`src/rtl/fifo_wr_arbiter.sv`:
```
`default_nettype none
// ============================================================================
// Module   : fifo_wr_arbiter
// Purpose  : Shares the write port of a single FIFO among NUM_REQ producers.
//            Grants are round-robin and burst based: a grant lasts until a
//            packet's last beat is written, MAX_BURST beats have been written,
//            or the granted producer drops its valid. Every grant costs one
//            arbitration (bubble) cycle. fifo_full is honoured combinationally
//            so that no write is ever issued into a full FIFO.
// Revision : 1.0 - initial release
// ----------------------------------------------------------------------------
// Ports:
//   clk            system clock, all state updates on the rising edge
//   reset          synchronous active-high reset
//   req_valid_i    per-producer beat valid                      [NUM_REQ]
//   req_data_i     per-producer beat, producer i at [i*DATA_WIDTH +: DATA_WIDTH]
//   req_last_i     per-producer last-beat marker, qualified by valid
//   req_ready_o    per-producer accept (transfer on valid & ready)
//   fifo_full_i    FIFO full flag
//   fifo_wr_o      FIFO write strobe
//   fifo_w_data_o  FIFO write data
//   grant_id_o     index of the current (or most recent) grant holder
//   busy_o         high while a burst is in progress
// ============================================================================
module fifo_wr_arbiter #(
  parameter int DATA_WIDTH = 8,
  parameter int NUM_REQ    = 4,
  parameter int MAX_BURST  = 4
) (
  input  logic                          clk,
  input  logic                          reset,
  input  logic [NUM_REQ-1:0]            req_valid_i,
  input  logic [NUM_REQ*DATA_WIDTH-1:0] req_data_i,
  input  logic [NUM_REQ-1:0]            req_last_i,
  output logic [NUM_REQ-1:0]            req_ready_o,
  input  logic                          fifo_full_i,
  output logic                          fifo_wr_o,
  output logic [DATA_WIDTH-1:0]         fifo_w_data_o,
  output logic [$clog2(NUM_REQ)-1:0]    grant_id_o,
  output logic                          busy_o
);

  // --------------------------------------------------------------------------
  // Constants
  // --------------------------------------------------------------------------
  localparam int                c_id_w      = $clog2(NUM_REQ);
  localparam int                c_cnt_w     = $clog2(MAX_BURST + 1);
  localparam logic [c_id_w-1:0] c_last_id   = c_id_w'(NUM_REQ - 1);
  localparam logic [c_id_w:0]   c_num_req   = (c_id_w + 1)'(NUM_REQ);
  localparam logic [c_cnt_w-1:0] c_max_burst = c_cnt_w'(MAX_BURST);

  // --------------------------------------------------------------------------
  // State machine encoding
  // --------------------------------------------------------------------------
  typedef enum logic [0:0] {
    ST_IDLE  = 1'b0,
    ST_BURST = 1'b1
  } state_t;

  // --------------------------------------------------------------------------
  // Registered state and next-state
  // --------------------------------------------------------------------------
  state_t              state_q,    state_d;
  logic [c_id_w-1:0]   grant_q,    grant_d;
  logic [c_id_w-1:0]   rr_ptr_q,   rr_ptr_d;
  logic [c_cnt_w-1:0]  beat_cnt_q, beat_cnt_d;

  // --------------------------------------------------------------------------
  // Combinational signals
  // --------------------------------------------------------------------------
  logic [DATA_WIDTH-1:0] w_data_arr [NUM_REQ];
  logic                  w_grant_valid;
  logic                  w_grant_last;
  logic                  w_found;
  logic [c_id_w-1:0]     w_winner;
  logic [c_id_w:0]       w_scan_sum;
  logic [c_id_w-1:0]     w_scan_idx;
  logic [c_id_w-1:0]     w_next_ptr;
  logic [NUM_REQ-1:0]    w_ready;
  logic                  w_wr;
  logic                  w_release;

  // Split the flat data bus into one beat per producer so the output mux can
  // be a plain array index on the registered grant.
  generate
    for (genvar gi = 0; gi < NUM_REQ; gi++) begin : g_unpack
      assign w_data_arr[gi] = req_data_i[gi*DATA_WIDTH +: DATA_WIDTH];
    end
  endgenerate

  assign w_grant_valid = req_valid_i[grant_q];
  assign w_grant_last  = req_last_i[grant_q];

  // Pointer handed to the next arbitration after a release: one past the
  // current holder, wrapping explicitly so non-power-of-2 NUM_REQ never
  // produces an out-of-range index.
  assign w_next_ptr = (grant_q == c_last_id) ? '0 : grant_q + c_id_w'(1);

  // --------------------------------------------------------------------------
  // Round-robin scan: first valid requester at rr_ptr, rr_ptr+1, ... (mod N).
  // The sum is one bit wider than an index; both operands are < NUM_REQ so a
  // single conditional subtraction is enough to bring it back into range.
  // --------------------------------------------------------------------------
  always_comb begin
    w_found    = 1'b0;
    w_winner   = rr_ptr_q;
    w_scan_sum = '0;
    w_scan_idx = '0;
    for (int k = 0; k < NUM_REQ; k++) begin
      w_scan_sum = {1'b0, rr_ptr_q} + (c_id_w + 1)'(k);
      if (w_scan_sum >= c_num_req) begin
        w_scan_sum = w_scan_sum - c_num_req;
      end
      w_scan_idx = w_scan_sum[c_id_w-1:0];
      if (!w_found && req_valid_i[w_scan_idx]) begin
        w_found  = 1'b1;
        w_winner = w_scan_idx;
      end
    end
  end

  // --------------------------------------------------------------------------
  // Next-state and handshake logic
  // --------------------------------------------------------------------------
  always_comb begin
    state_d    = state_q;
    grant_d    = grant_q;
    rr_ptr_d   = rr_ptr_q;
    beat_cnt_d = beat_cnt_q;
    w_ready    = '0;
    w_wr       = 1'b0;
    w_release  = 1'b0;

    case (state_q)
      ST_IDLE: begin
        // Arbitration cycle: nothing is accepted, the winner is registered
        // and owns the write port from the next cycle on.
        if (w_found) begin
          state_d    = ST_BURST;
          grant_d    = w_winner;
          beat_cnt_d = '0;
        end
      end

      ST_BURST: begin
        // Ready follows ~full even when the holder is not valid; a transfer
        // needs both, so this cannot cause a write on its own.
        w_ready[grant_q] = ~fifo_full_i;
        w_wr             = w_grant_valid & ~fifo_full_i;

        if (!w_grant_valid) begin
          // Holder went idle: give the port away without writing.
          w_release = 1'b1;
        end else if (w_wr) begin
          beat_cnt_d = beat_cnt_q + c_cnt_w'(1);
          // last and burst limit on the same beat collapse into one release.
          if (w_grant_last || (beat_cnt_d == c_max_burst)) begin
            w_release = 1'b1;
          end
        end
        // Valid but full: stall, count and grant held, last ignored.

        if (w_release) begin
          state_d  = ST_IDLE;
          rr_ptr_d = w_next_ptr;
        end
      end

      default: begin
        state_d = ST_IDLE;
      end
    endcase
  end

  // --------------------------------------------------------------------------
  // State registers
  // --------------------------------------------------------------------------
  always_ff @(posedge clk) begin
    if (reset) begin
      state_q    <= ST_IDLE;
      grant_q    <= '0;
      rr_ptr_q   <= '0;
      beat_cnt_q <= '0;
    end else begin
      state_q    <= state_d;
      grant_q    <= grant_d;
      rr_ptr_q   <= rr_ptr_d;
      beat_cnt_q <= beat_cnt_d;
    end
  end

  // --------------------------------------------------------------------------
  // Outputs. Write strobe and ready are squashed while reset is high so an
  // aborted burst cannot complete a beat in the reset cycle itself.
  // --------------------------------------------------------------------------
  assign req_ready_o   = reset ? '0 : w_ready;
  assign fifo_wr_o     = w_wr & ~reset;
  assign fifo_w_data_o = w_data_arr[grant_q];
  assign grant_id_o    = grant_q;
  assign busy_o        = (state_q == ST_BURST);

endmodule
`default_nettype wire
```
`config.mk`:
```
export PLATFORM = sky130hd
export DESIGN_NAME = fifo_wr_arbiter
export DESIGN_NICKNAME = d
export VERILOG_FILES = /design/src/rtl/fifo_wr_arbiter.sv
export SDC_FILE = /design/constraint.sdc
export NUM_CORES = 1
export LEC_CHECK = 0
export ABC_AREA = 1
export BUFFER_PORTS_ARGS = -buffer_cell sky130_fd_sc_hd__buf_4
export CAP_MARGIN = 30
export CORE_UTILIZATION = 47
export DETAILED_ROUTE_END_ITERATION = 16
export PLACE_DENSITY = 0.83
export SYNTH_ARGS = -nofsm -noshare
export SYNTH_HDL_FRONTEND = slang
export SYNTH_SLANG_ARGS = --single-unit
```
`constraint.sdc`:
```
create_clock -name clk -period 2.75 [get_ports clk]
set_input_delay 0.1375 -clock clk [delete_from_list [all_inputs] [get_ports clk]]
set_output_delay 0.1375 -clock clk [all_outputs]
set_load 0.02 [all_outputs]
```
==> impl_metrics.yaml, run 1 <==
synthesis:
  synth-seq-cells: 8
  seq_area_frac_synth: 0.157
  ys_async_sr_fraction: 0
  netlist_top_cells_count: "42 x nand2_1, 27 x nor2_1, 17 x o21ai_0, 14 x nand3_1, 11 x inv_1"
  synth_edf_count: 0
  syn-num-nets: 222
  yosysTopAreaCellShare: 0.157
  synth_largest_area_cell: "dfxtp_1"
  syn_inst: 173
  yosys_warnings: 0
  synthDistinctLibCells: 24
  synth_most_common_cell: "nand2_1"
  synth_flop_cell: "dfxtp_1"
  synthTopCellsByArea: "dfxtp_1 16%, nand2_1 15%, nor2_1 10%, o21ai_0 8.4%, ha_1 7.4%"
  syn_area_um2: 1020
  synth.avg_cell_area_um2: 5.89
die:
  dieWidth_um: 48.6
  io-pin-count: 59
  initial_core_util: 0.509
  coreArea_um2: 2000
  die_y_um: 48.6
  rows: 16
  fp.dieArea_um2: 2360
global_routing:
  antenna_found_initial: 0
  grt_max_degree: 25
  grt_pass1_wl_um: 5150
  use_met1: 0.271
  gr-total-overflow: 0
  busiest_layer: "met2"
  use_met2: 0.559
  grt_pass1_vias: 1297
  track_usage: 0.274
  grt_util_met3: 0.0660
sta:
  rsz0062_at_grt: "no"
  setup_tns_ps: 0
  finalSetupViolCount: 0
  fmax_mhz: 566
  slew_viol_final: 0
  worst_pin_slew_ps: 398
  min_period_ps: 1770
  max_slew_margin: 0.734
  clock_skew_ps: 2.34
  post-route-period-util: 0.643
  finalHoldViolCount: 0
cells_and_area:
  area.growth.synth_to_final_pct: 45.5
  fin_util: 0.740
  antenna_cells: 0
  fill_cells: 183
  layout-drive-gt1-share: 0.355
  final_nets: 279
pwr:
  p_leak_nw: 0.785
  power_mw: 1.31
  ir_drop_mv: 0.619
  p_per_area_nw_per_um2: 883
worst_setup_path:
  worstPathRequired_ps: 2610
  r2r_slack_ps: 1010
  crit_fanout: 14
  worstSetupPathType: "register to output pin"
  reg2regPathDepth: 9
  endpoint_kind: "output pin"
  start_kind: "register"
  worstPathArrival_ps: 1630
cts:
  postCtsResizedCells: 0
  hold_buffers: 0
  cts_buffer_depth: 2
  path_clk_slew_ps: 50
  cts_tree: "built"
  cts_made_buffers: 3
  cts_root_buf: "clkbuf_4"
  insertion_delay_ps: 260
  clock-sinks: 8
  cts_max_level: 1
  cts_setup_buffers: 0
outcome:
  status: "finished clean"
placement:
  dpl.hpwl_um: 2420
  place_congestion: 0.817
  io_buffers: 58
drt:
  dr.pass1.iters: 4
  vias: 1296
  routed_wl_um: 2970
  viasPerCell: 5.08
  ant_nets: 0
  drc_errors: 0
  drt_iter0_drc: 19
  routedWlPerCell_um: 11.7
run:
  cap_violations: 0
min_path:
  min_path_cells: 2
  hold_class: "input pin to register"
[power by group]
group / leakage (nW) / switching (mW) / internal, mW
registers: 0.0658 / 0.0595 / 0.153
logic: 0.706 / 0.623 / 0.381
clock network: 0.0138 / 0.0422 / 0.0501
total: 0.785 / 0.724 / 0.584
[critical path, cell delays in order, from the launching register on]
cell and delay [ps]:
dfxtp_1 560, inv_1 290, ha_1 260, nand2_1 60, nor2_1 40, buf_4 150
[area by class of cell]
class / count / area, um2 / area share
well taps: 27 / 33.8 / 0.0228
multi-input cells: 141 / 756 / 0.510
repair buffers: 59 / 443 / 0.299
inverters: 17 / 66.3 / 0.0448
clock buffers: 3 / 22.5 / 0.0152
flip-flops and latches: 8 / 160 / 0.108
[worst paths after layout]
kind                       from        endpoint
hold / removal            reset   beat_cnt_q[2]
setup / recovery  grant_id_o[1]  req_ready_o[1]
setup reg to reg  grant_id_o[1]   beat_cnt_q[2]
hold reg to reg   beat_cnt_q[0]   beat_cnt_q[0]
[logic make-up after synthesis]
family / after synthesis / synth area share
buf+inv: 24 / 0.101
flops: 8 / 0.157
fa+ha+maj: 6 / 0.0737
compound gates: 37 / 0.201
simple gates: 97 / 0.458
xor+xnor: 1 / 0.00860
[routing by layer]
layer | routed length (um) | share of wire | up-vias
li1 | - | - | 676
met1 | 1180 | 0.40 | 586
met2 | 1660 | 0.56 | 28
met3 | 96 | 0.032 | 6
met4 | 31 | 0.010 | 0
met5 | 0 | 0 | -
[placed cells by master, fill, tap and decap left out, types with 3 or more instances in the layout]
master and instances:
nand2_4 5, ha_1 6, buf_4 59, nand2_2 4
nand3_1 14, o21ai_1 5, o22ai_1 8, clkbuf_4 3
dfxtp_1 8, inv_2 5, o21ai_0 17, a21oi_1 4
nor2_1 27, inv_1 11, nand2_1 42
[flip-flops by register name, summed over array words and instances (netlist names)]
| signal | flops |
|---|---|
| beat_cnt_q | 3 |
| busy_o | 1 |
| grant_id_o | 2 |
| rr_ptr_q | 2 |
[stage by stage]
stage | hold WS (ps) | area (um2) | setup slack [ps] | instances
2_1_floorplan | 207 | 1020 | 1090 | 173
3_3_place_gp | 343 | 1460 | 1160 | 252
5_1_grt | 68.9 | 1480 | 836 | 255
3_5_place_dp | 346 | 1460 | 1070 | 252
4_1_cts | 60.1 | 1480 | 995 | 255
6_report | 73.9 | 1480 | 983 | 255
Power figures use the tool's default switching activity.
==> run 2, diff against run 1 <==
--- a/config.mk
+++ b/config.mk
@@ -8,9 +8,9 @@
 export ABC_AREA = 1
 export BUFFER_PORTS_ARGS = -buffer_cell sky130_fd_sc_hd__buf_4
 export CAP_MARGIN = 30
-export CORE_UTILIZATION = 47
+export CORE_UTILIZATION = 39
 export DETAILED_ROUTE_END_ITERATION = 16
-export PLACE_DENSITY = 0.83
+export PLACE_DENSITY = 0.73
 export SYNTH_ARGS = -nofsm -noshare
 export SYNTH_HDL_FRONTEND = slang
 export SYNTH_SLANG_ARGS = --single-unit
==> constraint.sdc (replaced) <==
create_clock -name clk -period 1.59 [get_ports clk]
set_input_delay 0.0795 -clock clk [delete_from_list [all_inputs] [get_ports clk]]
set_output_delay 0.0795 -clock clk [all_outputs]
set_load 0.02 [all_outputs]
==> run 2 against run 1 <==
Clock power grew 77%. Design area grew 5.1%. Combinational power grew 88%. Setup slack lost 890 ps. Sequential power grew 73%. Clock-buffer cell count is the same. Sequential cell count is the same. Critical path depth grew 1. Utilization shrank 11 points. Non-clock buffer count grew 7. Final cell count grew 3.9%.
==> impl_metrics.yaml, run 2 (same netlist as run 1, synthesis figures left out) <==
outcome:
  status: "finished clean"
cells_and_area:
  stdcell_count: 265
  antenna_cells: 0
  final_common_cell: "buf_4"
  layout-drive-gt1-share: 0.396
  area.growth.synth_to_final_pct: 52.8
  final_cell_mix: "66 x buf_4, 42 x nand2_1, 27 x nor2_1, 17 x o21ai_0, 14 x nand3_1"
  largest_register_ffs: 3
  fin_area_um2: 1560
  top_register: "beat_cnt_q"
  final_nets: 286
sta:
  worst_pin_slew_ps: 271
  whs_ps: 15.7
  min_period_ps: 1500
  finalHoldViolCount: 0
  fmax_mhz: 667
  clock_skew_ps: 2.09
  post-route-period-util: 0.942
  slew_viol_final: 0
  finalSetupViolCount: 0
  max_slew_margin: 0.819
die:
  die_y_um: 53.1
  io-pin-count: 59
  fp.dieArea_um2: 2820
  dieWidth_um: 53.1
  rows: 18
  coreArea_um2: 2480
  initial_core_util: 0.411
worst_setup_path:
  crit_start: "grant_id_o[1]"
  max_stage_delay_ps: 310
  cpLargestDelayFamily: "buffers and inverters"
  crit_top_cell: "buf_4"
  cpMaxStageDelayCell: "dfxtp_1"
  path_buf_inv: 3
  start_kind: "register"
  path_cells: "inv_1 > buf_4 > ha_1 > nand2_1 > nor2_1 > buf_4"
  crit_fanout: 9
  worstSetupPathType: "register to output pin"
  worstPathArrival_ps: 1420
  worstPathRequired_ps: 1510
  r2r_start: "rr_ptr_q[1]"
  endpoint_kind: "output pin"
drt:
  viasPerCell: 5.14
  ant_nets: 0
  dr.pass1.iters: 4
  routed_wl_um: 3140
  vias: 1362
  drc_errors: 0
  routedWlPerCell_um: 11.8
  drt_iter0_drc: 27
min_path:
  hold_class: "input pin to register"
  holdCritStartpoint: "reset"
global_routing:
  gr-total-overflow: 0
  antenna_found_initial: 0
  grt_pass1_wl_um: 5150
  track_usage: 0.241
  grt_pass1_vias: 1254
  grt_max_degree: 14
cts:
  clock-sinks: 8
  cts_max_level: 1
  insertion_delay_ps: 260
  cts_buffer_depth: 2
  path_clk_slew_ps: 60
  cts_made_buffers: 3
  cts_setup_buffers: 0
  postCtsResizedCells: 1
  hold_buffers: 0
  cts_tree: "built"
  cts_root_buf: "clkbuf_4"
pwr:
  p_per_area_nw_per_um2: 1550
  ir_drop_mv: 1.03
  p_leak_nw: 0.826
placement:
  io_buffers: 58
  dp_cells: 262
  place_congestion: 0.846
  dpl.hpwl_um: 2640
  postPlaceCellArea_um2: 1520
run:
  cap_violations: 0
-- run 2: worst paths after layout --
path	endpoint	slack (ps)	cells past startpoint
setup / recovery	req_ready_o[1]	90	6
hold / removal	beat_cnt_q[1]	20	2
setup reg to reg	grant_id_o[0]	110	11
hold reg to reg	beat_cnt_q[0]	520	1
-- run 2: layout make-up --
| type | instances | area [um2] |
|---|---|---|
| tap | 30 | 37.5 |
| multi-input combinational | 141 | 766 |
| timing repair buffer | 66 | 495 |
| sequential | 8 | 169 |
| clock buffer | 3 | 22.5 |
| fill | 242 | 921 |
| inverter | 17 | 66.3 |
-- run 2: per-stage QoR --
stage / total power [mW] / setup WS (ps) / setup TNS [ps] / utilization
after floorplan: 1.66 / 65.3 / 0 / -
after global placement: 2.17 / 55.0 / 0 / 0.615
after detailed placement: 2.23 / 15.2 / 0 / 0.615
after CTS: 2.39 / 24.1 / 0 / 0.624
after global routing: 2.62 / -2.35 / -2.35 / 0.628
final: 2.41 / 91.8 / 0 / 0.628
-- run 2: metal layers --
layer | part of all wire | global-route usage
met1 | 0.42 | 0.274
met2 | 0.55 | 0.494
met3 | 0.023 | 0.00287
met4 | 0.0061 | 0.0351
met5 | 0 | 0
-- run 2: where the power goes --
part | leakage, nW | switching [mW] | internal [mW] | total [mW]
clock network | 0.0138 | 0.0759 | 0.0868 | 0.163
registers | 0.0675 | 0.0873 | 0.278 | 0.366
logic | 0.744 | 1.14 | 0.745 | 1.88
total | 0.826 | 1.30 | 1.11 | 2.41
==> run 3, diff against run 2 <==
--- a/config.mk
+++ b/config.mk
@@ -8,6 +8,7 @@
 export ABC_AREA = 1
 export BUFFER_PORTS_ARGS = -buffer_cell sky130_fd_sc_hd__buf_4
 export CAP_MARGIN = 30
+export CORE_ASPECT_RATIO = 0.7
 export CORE_UTILIZATION = 39
 export DETAILED_ROUTE_END_ITERATION = 16
 export PLACE_DENSITY = 0.73
==> run 3 against run 2 <==
Combinational power barely moved. Wire length rose by 3.5%. Non-clock buffer count is 1 lower.
==> impl_metrics.yaml, run 3 (same netlist as run 1, synthesis figures left out) <==
outcome:
  status: "finished clean"
cells_and_area:
  fill_cells: 230
  fin_util: 0.639
  layout-drive-gt1-share: 0.397
  area.growth.synth_to_final_pct: 54.2
  top_register: "beat_cnt_q"
  final_cell_mix: "65 x buf_4, 42 x nand2_1, 26 x nor2_1, 15 x o21ai_0, 14 x nand3_1"
  largest_register_ffs: 3
  antenna_cells: 0
  final_common_cell: "buf_4"
  final_nets: 285
min_path:
  hold_class: "input pin to register"
global_routing:
  grt_pass1_wl_um: 5260
  antenna_found_initial: 0
  gr-total-overflow: 0
  track_usage: 0.242
  grt_pass1_vias: 1103
  grt_max_degree: 14
drt:
  drc_errors: 0
  dr.pass1.iters: 4
  drt_iter0_drc: 107
  routed_wl_um: 3250
  routedWlPerCell_um: 12.1
  viasPerCell: 4.89
  ant_nets: 0
  vias: 1311
worst_setup_path:
  crit_fanout: 12
  worstSetupPathType: "register to output pin"
  endpoint_kind: "output pin"
  worstPathArrival_ps: 1390
  worstPathRequired_ps: 1510
  start_kind: "register"
die:
  dieWidth_um: 63.1
  fp.dieArea_um2: 2820
  die_y_um: 44.8
  initial_core_util: 0.414
  coreArea_um2: 2460
  rows: 15
  io-pin-count: 59
sta:
  finalSetupViolCount: 0
  finalHoldViolCount: 0
  min_period_ps: 1470
  worst_pin_slew_ps: 284
  slew_viol_final: 0
  fin_ws_ps: 125
  clock_skew_ps: 2.13
  rsz0062_at_grt: "no"
  max_slew_margin: 0.810
  fmax_mhz: 683
  post-route-period-util: 0.921
  setup_tns_ps: 0
pwr:
  power_mw: 2.47
  p_per_area_nw_per_um2: 1570
  p_leak_nw: 0.828
  ir_drop_mv: 0.923
cts:
  cts_made_buffers: 3
  cts_buffer_depth: 2
  insertion_delay_ps: 230
  hold_buffers: 0
  cts_setup_buffers: 0
  cts_tree: "built"
  clock-sinks: 8
  cts_max_level: 1
  cts_root_buf: "clkbuf_8"
  path_clk_slew_ps: 40
placement:
  place_ws_ps: 51.3
  io_buffers: 58
  place_congestion: 0.848
  dpl.hpwl_um: 2640
run:
  cap_violations: 0
[run 3: cell count changes in the layout (fill, tap and decap cells not counted), sizes merged]
cell | before | now
buf | 66 | 65
[run 3: per-layer routing]
layer	vias up	GRT usage	wire [um]
li1	692	-	-
met1	575	0.349	1690
met2	42	0.359	1360
met3	2	0.0657	188
met4	0	0.0465	13
met5	-	0	0
[run 3: path summary, 6_finish.rpt]
check | startpoint | to | slack (ps) | cells after the start
setup reg to reg | rr_ptr_q[1] | grant_id_o[1] | 150 | 11
hold reg to reg | beat_cnt_q[0] | beat_cnt_q[0] | 500 | 1
hold / removal | reset | beat_cnt_q[1] | 50 | 2
setup / recovery | grant_id_o[0] | fifo_w_data_o[7] | 120 | 5
[run 3: critical path, stage by stage (launching register included)]
cell and delay [ps]:
dfxtp_2 400, inv_2 140, buf_4 200, o21ai_0 160, o22ai_1 90, buf_4 160
[run 3: power breakdown]
group          internal, mW  switching (mW)
Sequential            0.272          0.0788
Combinational         0.736            1.14
Clock                 0.164          0.0754
[run 3: repair_timing]
item                                   CTS  global route
endpoints found under the hold margin    0             0
gates resized for setup                  0             6
setup endpoints to repair                0            10
[run 3: cell type report]
class | count | area [um2] | share of cell area
sequential | 8 | 164 | 0.104
multi-input combinational | 141 | 768 | 0.489
timing repair buffer | 65 | 488 | 0.311
inverter | 17 | 66.3 | 0.0422
clock buffer | 3 | 41.3 | 0.0263
tap | 34 | 42.5 | 0.0271
[run 3: through the flow]
| stage | hold WS, ps | instances | area (um2) |
|---|---|---|---|
| 2_1_floorplan | 149 | 173 | 1030 |
| 3_3_place_gp | 280 | 265 | 1520 |
| 3_5_place_dp | 285 | 265 | 1520 |
| 4_1_cts | 46.3 | 268 | 1560 |
| 5_1_grt | 56.9 | 268 | 1570 |
| 6_report | 50.9 | 268 | 1570 |
